===== config.mk =====
export PLATFORM = sky130hd
export DESIGN_NAME = uart_receiver
export DESIGN_NICKNAME = d
export VERILOG_FILES = /design/src/rtl/uart_pkg.sv /design/src/rtl/sync_2ff.sv /design/src/rtl/uart_receiver.sv
export SDC_FILE = /design/constraint.sdc
export NUM_CORES = 1
export LEC_CHECK = 0
export ABC_AREA = 0
export BUFFER_PORTS_ARGS = -buffer_cell sky130_fd_sc_hd__clkbuf_2
export CAP_MARGIN = 20
export CORE_UTILIZATION = 50
export CTS_BUF_LIST = sky130_fd_sc_hd__clkbuf_16
export CTS_CLUSTER_DIAMETER = 50
export DETAILED_ROUTE_END_ITERATION = 8
export PLACE_DENSITY = 0.8
export SLEW_MARGIN = 10
export SYNTH_ARGS = -nofsm -noshare
export SYNTH_HDL_FRONTEND = slang
export SYNTH_SLANG_ARGS = --single-unit

===== constraint.sdc =====
create_clock -name clk -period 5.16 [get_ports clk]
set_clock_uncertainty 0.15 [all_clocks]
set_input_delay 1.548 -clock clk [delete_from_list [all_inputs] [get_ports clk]]
set_output_delay 1.548 -clock clk [all_outputs]
set_load 0.02 [all_outputs]

===== src/rtl/uart_pkg.sv =====
// Shared UART definitions: receiver FSM states and default line/clock constants.
// The future transmitter imports the same package.
package uart_pkg;

  typedef enum logic [2:0] {
    ST_IDLE  = 3'd0,
    ST_START = 3'd1,
    ST_DATA  = 3'd2,
    ST_STOP  = 3'd3,
    ST_BREAK = 3'd4
  } uart_rx_state_t;

  localparam int unsigned UART_CLK_FREQ = 27_000_000;
  localparam int unsigned UART_BAUD     = 115_200;

endpackage


===== src/rtl/sync_2ff.sv =====
// Two-flop synchronizer for a single asynchronous input; reset value selectable so
// idle-high lines (UART rx, keys) come out of reset without a false edge.
module sync_2ff #(
  parameter logic RST_VAL = 1'b1
) (
  input  logic clk,
  input  logic rst_n,
  input  logic d_i,
  output logic q_o
);

  logic meta_q;
  logic sync_q;

  always_ff @(posedge clk or negedge rst_n) begin
    if (!rst_n) begin
      meta_q <= RST_VAL;
      sync_q <= RST_VAL;
    end else begin
      meta_q <= d_i;
      sync_q <= meta_q;
    end
  end

  assign q_o = sync_q;

endmodule


===== src/rtl/uart_receiver.sv =====
// 8N1 UART receiver: mid-bit sampling off a synchronized line, one-byte holding
// register with valid/ready hand-off, frame-error and overrun pulses.
module uart_receiver
  import uart_pkg::*;
#(
  parameter int unsigned CLK_FREQ = UART_CLK_FREQ,
  parameter int unsigned BAUD     = UART_BAUD
) (
  input  logic       clk,
  input  logic       key_rst,
  input  logic       uart_rx,
  output logic [7:0] rx_data,
  output logic       rx_valid,
  input  logic       rx_ready,
  output logic       rx_frame_err,
  output logic       rx_overrun,
  output logic [2:0] dbg_state
);

  localparam int unsigned CLKS_PER_BIT = CLK_FREQ / BAUD;
  localparam int unsigned CNT_W        = $clog2(CLKS_PER_BIT);
  localparam logic [CNT_W-1:0] HALF_M1 = CNT_W'(CLKS_PER_BIT / 2 - 1);
  localparam logic [CNT_W-1:0] FULL_M1 = CNT_W'(CLKS_PER_BIT - 1);

  if (CLKS_PER_BIT < 4) begin : g_bad_rate
    $error("uart_receiver: CLK_FREQ/BAUD must be at least 4");
  end

  logic rxs;

  sync_2ff #(.RST_VAL(1'b1)) u_sync (
    .clk   (clk),
    .rst_n (key_rst),
    .d_i   (uart_rx),
    .q_o   (rxs)
  );

  uart_rx_state_t   state_q, state_d;
  logic [CNT_W-1:0] cnt_q, cnt_d;
  logic [2:0]       bit_q, bit_d;
  logic [7:0]       shift_q, shift_d;
  logic [7:0]       data_q, data_d;
  logic             valid_q, valid_d;
  logic             fe_q, fe_d;
  logic             ovr_q, ovr_d;

  always_ff @(posedge clk or negedge key_rst) begin
    if (!key_rst) begin
      state_q <= ST_IDLE;
      cnt_q   <= '0;
      bit_q   <= '0;
      shift_q <= '0;
      data_q  <= '0;
      valid_q <= 1'b0;
      fe_q    <= 1'b0;
      ovr_q   <= 1'b0;
    end else begin
      state_q <= state_d;
      cnt_q   <= cnt_d;
      bit_q   <= bit_d;
      shift_q <= shift_d;
      data_q  <= data_d;
      valid_q <= valid_d;
      fe_q    <= fe_d;
      ovr_q   <= ovr_d;
    end
  end

  // Handshake: a byte transfers on a rising edge with rx_valid & rx_ready; rx_valid
  // then drops unless a new byte lands on that same edge. rx_data never changes
  // while a byte is offered and not yet taken; a byte arriving then is dropped.
  always_comb begin
    state_d = state_q;
    cnt_d   = cnt_q;
    bit_d   = bit_q;
    shift_d = shift_q;
    data_d  = data_q;
    valid_d = valid_q;
    fe_d    = 1'b0;
    ovr_d   = 1'b0;

    if (valid_q && rx_ready) begin
      valid_d = 1'b0;
    end

    unique case (state_q)
      ST_IDLE: begin
        if (!rxs) begin
          state_d = ST_START;
          cnt_d   = '0;
        end
      end
      ST_START: begin
        if (cnt_q == HALF_M1) begin
          cnt_d   = '0;
          bit_d   = '0;
          state_d = rxs ? ST_IDLE : ST_DATA;
        end else begin
          cnt_d = cnt_q + 1'b1;
        end
      end
      ST_DATA: begin
        if (cnt_q == FULL_M1) begin
          cnt_d   = '0;
          shift_d = {rxs, shift_q[7:1]};
          bit_d   = bit_q + 1'b1;
          if (bit_q == 3'd7) begin
            state_d = ST_STOP;
          end
        end else begin
          cnt_d = cnt_q + 1'b1;
        end
      end
      ST_STOP: begin
        if (cnt_q == FULL_M1) begin
          cnt_d = '0;
          if (rxs) begin
            state_d = ST_IDLE;
            if (!valid_q || rx_ready) begin
              data_d  = shift_q;
              valid_d = 1'b1;
            end else begin
              ovr_d = 1'b1;
            end
          end else begin
            fe_d    = 1'b1;
            state_d = ST_BREAK;
          end
        end else begin
          cnt_d = cnt_q + 1'b1;
        end
      end
      ST_BREAK: begin
        if (rxs) begin
          state_d = ST_IDLE;
        end
      end
      default: state_d = ST_IDLE;
    endcase
  end

  assign rx_data      = data_q;
  assign rx_valid     = valid_q;
  assign rx_frame_err = fe_q;
  assign rx_overrun   = ovr_q;
  assign dbg_state    = state_q;

endmodule

==> qor.csv <==
stage;metric;value;unit
synth;Yosys warning total;0;
setup_path;Worst path top cell family by delay;flip-flops;
synth;mux cell area share after synthesis;13.1;%
setup_path;crit-path cells;clkbuf_2;
timing;endpoints failing setup;0;
clocking;postcts setup bufs;0;
timing;period utilization;52.6;%
clocking;Reg clk slew, reported paths;0.06;ns
setup_path;crit end category;primary output;
timing;Hold Vio Cnt, Final;0;
setup_path;worst r2r src;cnt_q[1];
global_route;global router's overall resource usage;19.8;%
die;core area;3130;µm²
min_path;Worst Hold Path EP;u_sync.q_o;
setup_path;CP arrival;1.02;ns
synth;Net Count, Synth;147;
synth;ys async rst share;100;%
global_route;largest net degree at the start of global routing;36;
layout;multi-input logic area;761;µm²
routing;Detailed Route WL;2910;µm
synth;XOR/XNOR Fraction of Synth Area;0.517;%
min_path;Hold Startpoint;u_sync.meta_q;
setup_path;reg2reg end;rx_data[5];
placed_design;total placed cells including tap cells;195;
die;Core Rows;20;
synth;cell area after synthesis;1700;µm²
synth;largest family of logic cells by synthesized area;simple AND/OR/NAND/NOR gates;
synth;Adder-Cell Fraction of Synth Area;3.69;%
layout;# fillers;246;
synth;Mapped Avg Cell Area;12.3;µm²
layout;share of layout cells above drive strength 1;28.3;%
pwr;Overall Power;570;µW
timing;fin. max-slew vios;0;
synth;sequential element share of the synthesized area;51.8;%
die;Die Y;60.2;µm
timing;Slew headroom;43.3;%
timing;PnR worst setup slack;2.45;ns
min_path;Worst Hold Depth;0;
synth;post-synthesis register bit count;35;
layout;post-route insts no fill;203;
timing;Setup TNS;0;ns
die;I/O Pins;18;
routing;DR iter-0 viols;33;
pwr;power per cell area;294;nW/µm²
setup_path;CP Launch Type;flop;
layout;register area;878;µm²
clocking;Hold Buf Count CTS;0;
routing;routed via count;1101;
clocking;Post-CTS Resized;0;
clocking;Clock Sinks;35;
outcome;outcome;completed;
timing;RSZ-0062 raised after global routing;false;
setup_path;reg2reg path depth;6;
setup_path;Buf/Inv on CP;1;
global_route;vias in the first global route;1127;
setup_path;CP Data Required Time;3.46;ns
placed_design;Routability Congestion;0.810;
setup_path;CP peak stage delay;0.51;ns
clocking;H-tree lvl count;2;
clocking;Num CTS Buffers;5;
synth;Synth Flop Type;dfrtp_1;
placed_design;post-DP HPWL;1980;µm
synth;Compound-Gate Fraction of Synth Area;11.1;%
setup_path;CP max stage cell;dfrtp_1;
layout;Layout Nets;167;
layout;Ant. Diodes;0;
die;Die Wd;60.2;µm
setup_path;R2R setup slack;2.86;ns
synth;count of cell types in the netlist;42;
pwr;leakage power;1.01;nW
clocking;Clock Tree Buf Depth;2;
clocking;CTS tree;built;
setup_path;CP Depth;1;
placed_design;Setup WS pre-CTS;2.25;ns
setup_path;WS Path Type;flop to primary output;
global_route;first-pass GRT wire length;5090;µm
routing;drt pass-1 iters;4;
routing;Via density;5.42;
placed_design;IO buf count;17;
min_path;Worst Hold Class;flop to flop;
global_route;total grt overflow;0;
synth;number of synthesized flops with an enable pin;0;
timing;Tightest Pin Transition;0.851;ns
routing;# DRC;0;
routing;wire per inst;14.3;µm
pwr;peak supply drop;0.167;mV
setup_path;CP max FO;9;
die;Starting Density;54.2;%
synth;Synth Instances;138;
global_route;initial antenna violation count;0;
job;max_cap viols;0;
routing;Post-DRT Antenna Nets;0;
timing;Max Fclk;369;MHz
clocking;Skew-Pair Late Insertion Delay;0.28;ns
clocking;clock root cell;clkbuf_16;
die;die area;3630;µm²
layout;Syn-to-layout area delta;14.4;%
timing;Final Critical Period;2.71;ns
synth;post-synthesis simple-gate area fraction;16.5;%
==> synthesized netlist by cell type (2+ instances only) <==
| cell type | n | area share [%] |
|---|---|---|
| a21oi_1 | 5 | 1.5 |
| a22o_1 | 2 | 1.0 |
| buf_6 | 3 | 2.0 |
| dfrtp_1 | 33 | 49 |
| dfstp_2 | 2 | 3.1 |
| ha_1 | 5 | 3.7 |
| inv_1 | 4 | 0.89 |
| mux2_1 | 8 | 5.3 |
| mux2_4 | 8 | 7.1 |
| nand2_1 | 16 | 3.5 |
| nand3_1 | 5 | 1.5 |
| nor2_1 | 9 | 2.0 |
| nor2b_1 | 3 | 1.1 |
| o21ai_0 | 3 | 0.89 |
| o21ai_1 | 3 | 0.89 |
| o22ai_1 | 3 | 1.1 |
==> flip-flops by register name, summed over array words and instances (netlist names) <==
signal,flops
u_sync.q_o,1
u_sync.meta_q,1
bit_q,3
rx_frame_err,1
shift_q,8
dbg_state,3
cnt_q,8
rx_data,8
rx_overrun,1
rx_valid,1
==> stage by stage <==
step	area, µm²	utilization, %	hold slack [ns]
2_1_floorplan	1700	-	0.195
3_3_place_gp	1790	57.4	0.195
3_5_place_dp	1790	57.4	0.198
4_1_cts	1940	62.0	0.211
5_1_grt	1940	62.0	0.214
6_report	1940	62.0	0.208
==> cell usage in the layout, fill, tap and decap left out, types with 2 or more instances in the layout <==
cell / n
o22ai_1: 3
nand2_1: 16
clkinvlp_4: 2
clkbuf_2: 17
clkbuf_16: 5
dfstp_2: 2
a21oi_1: 5
a22o_1: 2
nor2_1: 9
o21ai_0: 3
inv_1: 4
ha_1: 5
o21ai_1: 3
mux2_1: 8
nor2b_1: 3
nand3_1: 5
mux2_4: 8
dfrtp_1: 33
==> metal layers <==
| metal | vias to the layer above | wire length (µm) | global-route usage, % |
|---|---|---|---|
| met5 | - | 0 | 0 |
| met1 | 542 | 1340 | 25.5 |
| met3 | 3 | 97 | 6.93 |
| met4 | 0 | 38 | 9.30 |
| li1 | 534 | - | - |
| met2 | 22 | 1430 | 29.7 |
==> cells by family after synthesis <==
| family | count (synthesis) |
|---|---|
| mux | 17 |
| fa+ha+maj | 5 |
| flops | 35 |
| buf+inv | 8 |
| simple gates | 47 |
| xor+xnor | 1 |
| compound gates | 25 |
==> area by class of cell <==
type,count,area share (%)
clock buffers,5,6.45
clock inverters,3,1.03
inverters,4,0.774
multi-input cells,95,39.2
flip-flops and latches,35,45.3
well taps,44,2.84
repair buffers,17,4.39
==> power breakdown <==
part | leakage (nW) | internal [mW] | switching [mW]
combinational | 0.478 | 0.00109 | 0.00537
clock | 0.0658 | 0.177 | 0.108
sequential | 0.467 | 0.276 | 0.00116
total | 1.01 | 0.455 | 0.115
==> worst max-delay path by stage <==
stage,slack (ns),start,endpoint
after global routing,2.42,dbg_state[2],dbg_state[2]
after global placement,2.32,rx_ready,rx_data[5]
after detailed placement,2.25,rx_ready,rx_data[7]
after CTS,2.44,dbg_state[2],dbg_state[2]
after floorplan,2.62,rx_ready,rx_data[0]
final,2.45,dbg_state[2],dbg_state[2]
Note: power is estimated with default switching activity, not from simulation.
